**src/rtl/cmp_window_counter.sv**
```systemverilog
// Counts compare-result flags (gt/eq/lt) over a window of win_len valid samples; result registered on the edge accepting the last sample.
// Backpressure: the result is held in DONE until out_ready; start during DONE+out_ready chains the next window.
module cmp_window_counter #(
    parameter int WIN_W = 4,
    parameter int CNT_W = WIN_W + 1
) (
    input  logic             clk,
    input  logic             rst,
    input  logic             start,
    input  logic [WIN_W-1:0] win_len,
    input  logic             in_valid,
    input  logic             greater,
    input  logic             equal,
    input  logic             smaller,
    input  logic             out_ready,
    output logic             out_valid,
    output logic [CNT_W-1:0] gt_cnt,
    output logic [CNT_W-1:0] eq_cnt,
    output logic [CNT_W-1:0] lt_cnt,
    output logic             err,
    output logic             busy
);

    typedef enum logic [1:0] {
        IDLE = 2'd0,
        RUN  = 2'd1,
        DONE = 2'd2
    } state_t;

    state_t           r_state;
    state_t           w_state_nxt;
    logic             w_load;
    logic             w_accept;
    logic             w_last;
    logic             w_onehot;
    logic [2:0]       w_flags;
    logic [CNT_W-1:0] w_len_in;
    logic [CNT_W-1:0] w_smp_inc;

    logic [CNT_W-1:0] r_len;
    logic [CNT_W-1:0] r_smp_cnt;
    logic [CNT_W-1:0] r_gt;
    logic [CNT_W-1:0] r_eq;
    logic [CNT_W-1:0] r_lt;
    logic             r_err;
    logic             r_out_valid;
    logic             r_busy;

    // A zero length encodes the full 2^WIN_W window.
    assign w_len_in  = (win_len == '0) ? (CNT_W'(1) << WIN_W) : CNT_W'(win_len);
    assign w_flags   = {greater, equal, smaller};
    assign w_onehot  = (w_flags == 3'b100) || (w_flags == 3'b010) || (w_flags == 3'b001);
    assign w_accept  = (r_state == RUN) && in_valid;
    assign w_smp_inc = r_smp_cnt + CNT_W'(1);
    assign w_last    = w_accept && (w_smp_inc == r_len);

    always_comb begin
        w_state_nxt = r_state;
        w_load      = 1'b0;
        case (r_state)
            IDLE: begin
                if (start) begin
                    w_state_nxt = RUN;
                    w_load      = 1'b1;
                end
            end
            RUN: begin
                if (w_last) begin
                    w_state_nxt = DONE;
                end
            end
            DONE: begin
                if (out_ready) begin
                    if (start) begin
                        w_state_nxt = RUN;
                        w_load      = 1'b1;
                    end else begin
                        w_state_nxt = IDLE;
                    end
                end
            end
            default: begin
                w_state_nxt = IDLE;
            end
        endcase
    end

    always_ff @(posedge clk) begin
        if (rst) begin
            r_state     <= IDLE;
            r_out_valid <= 1'b0;
            r_busy      <= 1'b0;
        end else begin
            r_state     <= w_state_nxt;
            r_out_valid <= (w_state_nxt == DONE);
            r_busy      <= (w_state_nxt == RUN);
        end
    end

    always_ff @(posedge clk) begin
        if (rst) begin
            r_len     <= '0;
            r_smp_cnt <= '0;
            r_gt      <= '0;
            r_eq      <= '0;
            r_lt      <= '0;
            r_err     <= 1'b0;
        end else if (w_load) begin
            r_len     <= w_len_in;
            r_smp_cnt <= '0;
            r_gt      <= '0;
            r_eq      <= '0;
            r_lt      <= '0;
            r_err     <= 1'b0;
        end else if (w_accept) begin
            r_smp_cnt <= w_smp_inc;
            if (w_onehot) begin
                if (greater) r_gt <= r_gt + CNT_W'(1);
                if (equal)   r_eq <= r_eq + CNT_W'(1);
                if (smaller) r_lt <= r_lt + CNT_W'(1);
            end else begin
                r_err <= 1'b1;
            end
        end
    end

    assign out_valid = r_out_valid;
    assign busy      = r_busy;
    assign gt_cnt    = r_gt;
    assign eq_cnt    = r_eq;
    assign lt_cnt    = r_lt;
    assign err       = r_err;

endmodule

```
**config.mk**
```make
export PLATFORM = sky130hd
export DESIGN_NAME = cmp_window_counter
export DESIGN_NICKNAME = d
export VERILOG_FILES = /design/src/rtl/cmp_window_counter.sv
export SDC_FILE = /design/constraint.sdc
export NUM_CORES = 1
export LEC_CHECK = 0
export CAP_MARGIN = 0
export CORE_MARGIN = 3
export CORE_UTILIZATION = 50
export DETAILED_ROUTE_END_ITERATION = 8
export GPL_TIMING_DRIVEN = 1
export PLACE_DENSITY = 0.79
export SLEW_MARGIN = 10
export SYNTH_ARGS = -nofsm -noshare
export SYNTH_HDL_FRONTEND = slang
export SYNTH_SLANG_ARGS = --single-unit
export TNS_END_PERCENT = 30
```
**constraint.sdc**
```tcl
create_clock -name clk -period 2.46 [get_ports clk]
set_clock_uncertainty 0.15 [all_clocks]
set_input_delay 0.369 -clock clk [delete_from_list [all_inputs] [get_ports clk]]
set_output_delay 0.369 -clock clk [all_outputs]
set_load 0.02 [all_outputs]
```
### Word-level counts from Yosys, hierarchy flattened

Cells that the tools add are included.
W data, S select, Z words.

* bits in registers: 30
* output and inout port bits: 18
* word-level logic and storage cells: 42

* $add $sub $neg: 4
* eq/ne operators: 8
* multiplexer cells: 9
* bitwise logic cells: 1
* reduce and logical (&&, ||, !) cells: 11

Operators with widths (count)
* $add A5 B1 Y5 const B: 4
* $reduce_and A3 Y1: 3
* $mux W2: 3
* $pmux W2 S3: 1
* $eq A5 B5 Y1: 1
* $mux W5: 1
* $eq A2 B1 Y1 const B: 2
* $eq A2 B2 Y1 const B: 2
* $logic_not A4 Y1: 1
* $eq A3 B1 Y1 const B: 1
* $eq A3 B2 Y1 const B: 1
* $eq A3 B3 Y1 const B: 1
* $mux W1: 3
* $logic_and A1 B1 Y1: 2
* $logic_not A2 Y1: 1
* $logic_or A1 B1 Y1: 2
* $pmux W1 S2: 1
* $reduce_and A2 Y1: 1
* $reduce_or A2 Y1: 1
* $not A1 Y1: 1

### Logic depth before layout (Yosys ltp)

* depth in word-level cells: 6
* mapped depth: 5
* gate-level depth less buffers: 5

### Worst setup path before layout

No wires, ideal clock.

* path kind: register to register
* from: reg r_smp_cnt[0]
* to: reg r_out_valid (netlist: out_valid)
* library setup time: 103 ps
* data arrival time: 1540 ps
* data required time: 2207 ps
* setup slack: 667 ps
* stages on the path, launching flop included: 6
* path buffers: 0
* period minus slack after synthesis: 1793 ps
* path through: dfxtp_1 ha_1 or3b_1 a211oi_2 nor4_2 a2111oi_2

* cells in the longest elaborated chain, start to end: 6

Ends and longest elaborated chain
* start, declared: RTL line 41 `logic [CNT_W-1:0] r_smp_cnt;`
* start signal, assigned: RTL line 116 `r_smp_cnt <= w_smp_inc;`
* $add A5 B1 Y5: RTL line 54 `assign w_smp_inc = r_smp_cnt + CNT_W'(1);`
* $eq A5 B5 Y1: RTL line 55 `assign w_last = w_accept && (w_smp_inc == r_len);`
* $logic_and A1 B1 Y1: RTL line 55
* $mux W2: RTL line 68 `if (w_last) begin`
* $pmux W2 S3: RTL line 60 `case (r_state)`
* $eq A2 B2 Y1: RTL line 95 `r_out_valid <= (w_state_nxt == DONE);`
* end signal, assigned: RTL line 95
* end, declared: RTL line 46 `logic r_out_valid;`

No other way between the ends.
A chain may end at the register's enable or synchronous reset.

### Final worst setup path

Ends and elaborated chain as after synthesis.

==> results by group <==
Outcome
  • Status: finished clean

Floorplan
  • Core Rows: 18
  • Area of the die: about 3500 um2
  • Die height: 59.32 um
  • Num ports: 30
  • Core region area: 2590 um2
  • Effective utilization at floorplan: 54.88%
  • Die W: approximately 60 um

Synthesis
  • Commonest cells post-synth: dfxtp_1 (30), nor2_1 (24), xor2_1 (15)
  • Synthesized Nets: 169
  • Yosys top cell by area: dfxtp_1
  • Async S/R FF share, synth: 0%
  • Mapped cell area: 1421 um2
  • Gate Count Post-Synth: about 150
  • Netlist cell types: 37
  • Synthesis-stage register bit count: 30
  • Post-synthesis sequential area ratio: between 40% and 50%
  • Main flop type after synthesis: dfxtp_1
  • Post-synth top area share: 42.25%
  • Top post-synthesis cells by area: dfxtp_1 (42%), xor2_1 (9.2%), nor2_1 (6.3%)
  • Post-synth EDFFs: 0
  • Synthesized area per cell: 9.290 um2
  • Most numerous cell in the Yosys netlist: dfxtp_1
  • Yosys warns: 0

Place
  • Pre-CTS setup slack: 0.4142 ns
  • Area after DPL: 1750 um2
  • Post-DP HPWL: 2.184 mm
  • PortBufs: 29
  • Routability congestion estimate: 0.7850

Run
  • Max cap viols: 0

Route
  • Wire per inst: 13.11 um
  • Detailed Route WL: approximately 2.9 mm
  • Routed Antenna Nets: 0
  • Post-DR vias/cell: about 5.2
  • 1st-iter DRT viols: 33
  • DRC: 0
  • TritonRoute pass-1 iters: 4
  • Via count: 1,147

Global route
  • Global route overflow: 0
  • Vias in the first global route: 1,116
  • Met2 track demand over resource: a little under a third
  • Gr busiest metal: met2
  • Initial antenna violation count: 0
  • Largest net degree at the start of global routing: 22
  • GRT Util Overall: around 19%
  • Met3 Use GR: 7.407%
  • First-pass GRT wire length: 4.802 mm
  • Grt met1 use: 20.83%

Pwr
  • Power density cells: ~500 nW/um2
  • Switching pwr: 0.0002209 W
  • Combinational Power Share: 10.6%
  • Switching Fraction: 24.49%
  • Clock Power Share: ~34%
  • Leakage Power: around 0.67 nW
  • VDD IR-drop max: 0.5268 mV
  • Seq pwr share: a little under three fifths
  • Internal: between 0.0006 and 0.0007 W

Final layout
  • Final net count: 204
  • Diodes inserted: 0
  • P&R area growth vs syn: 27.38%
  • Final Cell Area: roughly 1800 um2
  • Share of cells above drive strength 1: 9.524%

Clock tree
  • Root Buffer: clkbuf_4
  • TritonCTS buffer count: 5
  • Hold-fix buffers, CTS: 0
  • Max Buffers Root-to-Sink: 2
  • CTS tree: built
  • Post-CTS setup repair buffer count: 0
  • # resized after CTS: 0
  • Clk sinks: 30
  • Worst-Skew Late Latency: 0.33 ns
  • Clk slew on worst S/H paths: 0.09 ns
  • H-tree depth: 2

Setup path
  • CP Max Fanout: 5
  • Worst Path Required: 2.53 ns
  • Reg-to-reg slack, setup: approximately 0.48 ns
  • Endpoint class of the critical path: flip-flop
  • Setup CP Type: reg -> reg
  • Crit path from: r_smp_cnt[0]
  • Setup crit start kind: flip-flop
  • Crit path DAT: 2.05 ns
  • Reg-to-reg startpoint: r_smp_cnt[0]

Timing
  • Fmax: 506.1 MHz
  • Rel. slew slack: 64.51%
  • Tcrit/Tclk final: 80.32%
  • RSZ-0062 raised after global routing: no
  • Final worst slack: 0.4842 ns
  • Setup TNS: 0 ns
  • Slew Limit Fails: 0
  • Final setup vio count: 0
  • Final count of hold timing violations: 0
  • Slew @ Worst Pin: 0.5311 ns
  • Tmin final: between 1.5 and 2 ns

Hold path
  • Hold Startpoint: r_smp_cnt[1]
  • Hold Crit Class: reg -> reg
==> kinds of logic after synthesis <==
| family | synth area share (%) |
|---|---|
| AOI/OAI and AO/OA | 7.570 |
| xor gates and xnor gates | 12.94 |
| adders and majority gates | 3.521 |
| buffers and inverters | 2.288 |
| DFF | 42.25 |
| muxes | 3.521 |
| and+or+nand+nor | 27.91 |
==> power groups by stage <==
stage          Sequential [W]  Combinational (W)  Clock [W]
2_1_floorplan        0.000517          0.0000549          0
3_3_place_gp         0.000515          0.0000928          0
3_5_place_dp         0.000516          0.0000950          0
4_1_cts              0.000505          0.0000956   0.000311
5_1_grt              0.000506           0.000105   0.000329
6_report             0.000504          0.0000953   0.000302
==> cells in the final DEF (no fill, tap or decap), drive strengths merged <==
| master | count |
|---|---|
| clkdlybuf4s50 | 29 |
| nor2 | 24 |
| nand4 | 6 |
| xnor2 | 6 |
| nor4b | 1 |
| o31ai | 1 |
| nor4bb | 1 |
| a2111oi | 2 |
| inv | 1 |
| and3b | 1 |
| nor3b | 2 |
| or3b | 1 |
| a21oi | 6 |
| nand2 | 10 |
| or2 | 1 |
| buf | 4 |
| nor2b | 4 |
| nand3b | 1 |
| mux2i | 5 |
| nor4 | 2 |
| and2 | 5 |
| nand2b | 2 |
| a211oi | 2 |
| nand3 | 8 |
| ha | 4 |
| o21ai | 1 |
| nor3 | 2 |
| and4 | 1 |
| clkinv | 1 |
| o21a | 2 |
| xor2 | 15 |
| dfxtp | 30 |
| clkbuf | 7 |
| and3 | 1 |
==> final timing paths <==
check	endpoint	cells past startpoint
max	out_valid	5
min	r_smp_cnt[1]	2
max reg2reg	out_valid	5
min reg2reg	r_smp_cnt[1]	2
==> through the flow <==
stage          std cells  total power [W]  hold WS [ns]  utilization (%)
6_report             219        0.0009018        0.3373            69.90
4_1_cts              219        0.0009112        0.3397            69.90
5_1_grt              219        0.0009397        0.3725            69.90
3_3_place_gp         211        0.0006082        0.3128            67.58
2_1_floorplan        153        0.0005722        0.3028                -
3_5_place_dp         211        0.0006110        0.3262            67.58
==> state kept, by name (all words and copies together), names as in the netlist <==
name / cells
eq_cnt: 5
gt_cnt: 5
lt_cnt: 5
r_len: 5
r_smp_cnt: 5
r_state: 2
busy: 1
err: 1
out_valid: 1
==> critical path, cell delays in order, from the launching register on <==
cell       delay (ns)
dfxtp_1          0.42
ha_1             0.24
or3b_1           0.38
a211oi_2         0.29
nor4_2           0.09
a2111oi_2        0.30
==> metal layers <==
metal / wire [um] / share of wire, %
met1: 1255 / 44
met2: 1422 / 50
met3: 149 / 5.2
met4: 42 / 1.5
met5: 0 / 0
==> final cells by class <==
| type | instances | area (um2) |
|---|---|---|
| flip-flops and latches | 30 | 600.6 |
| clock inverters | 1 | 5.005 |
| clock buffers | 7 | 55.05 |
| well taps | 30 | 37.54 |
| inverters | 1 | 3.754 |
| repair buffers | 33 | 320.3 |
| multi-input cells | 117 | 788.3 |
| fillers | 212 | 779.5 |
Note: power is estimated with default switching activity, not from simulation.
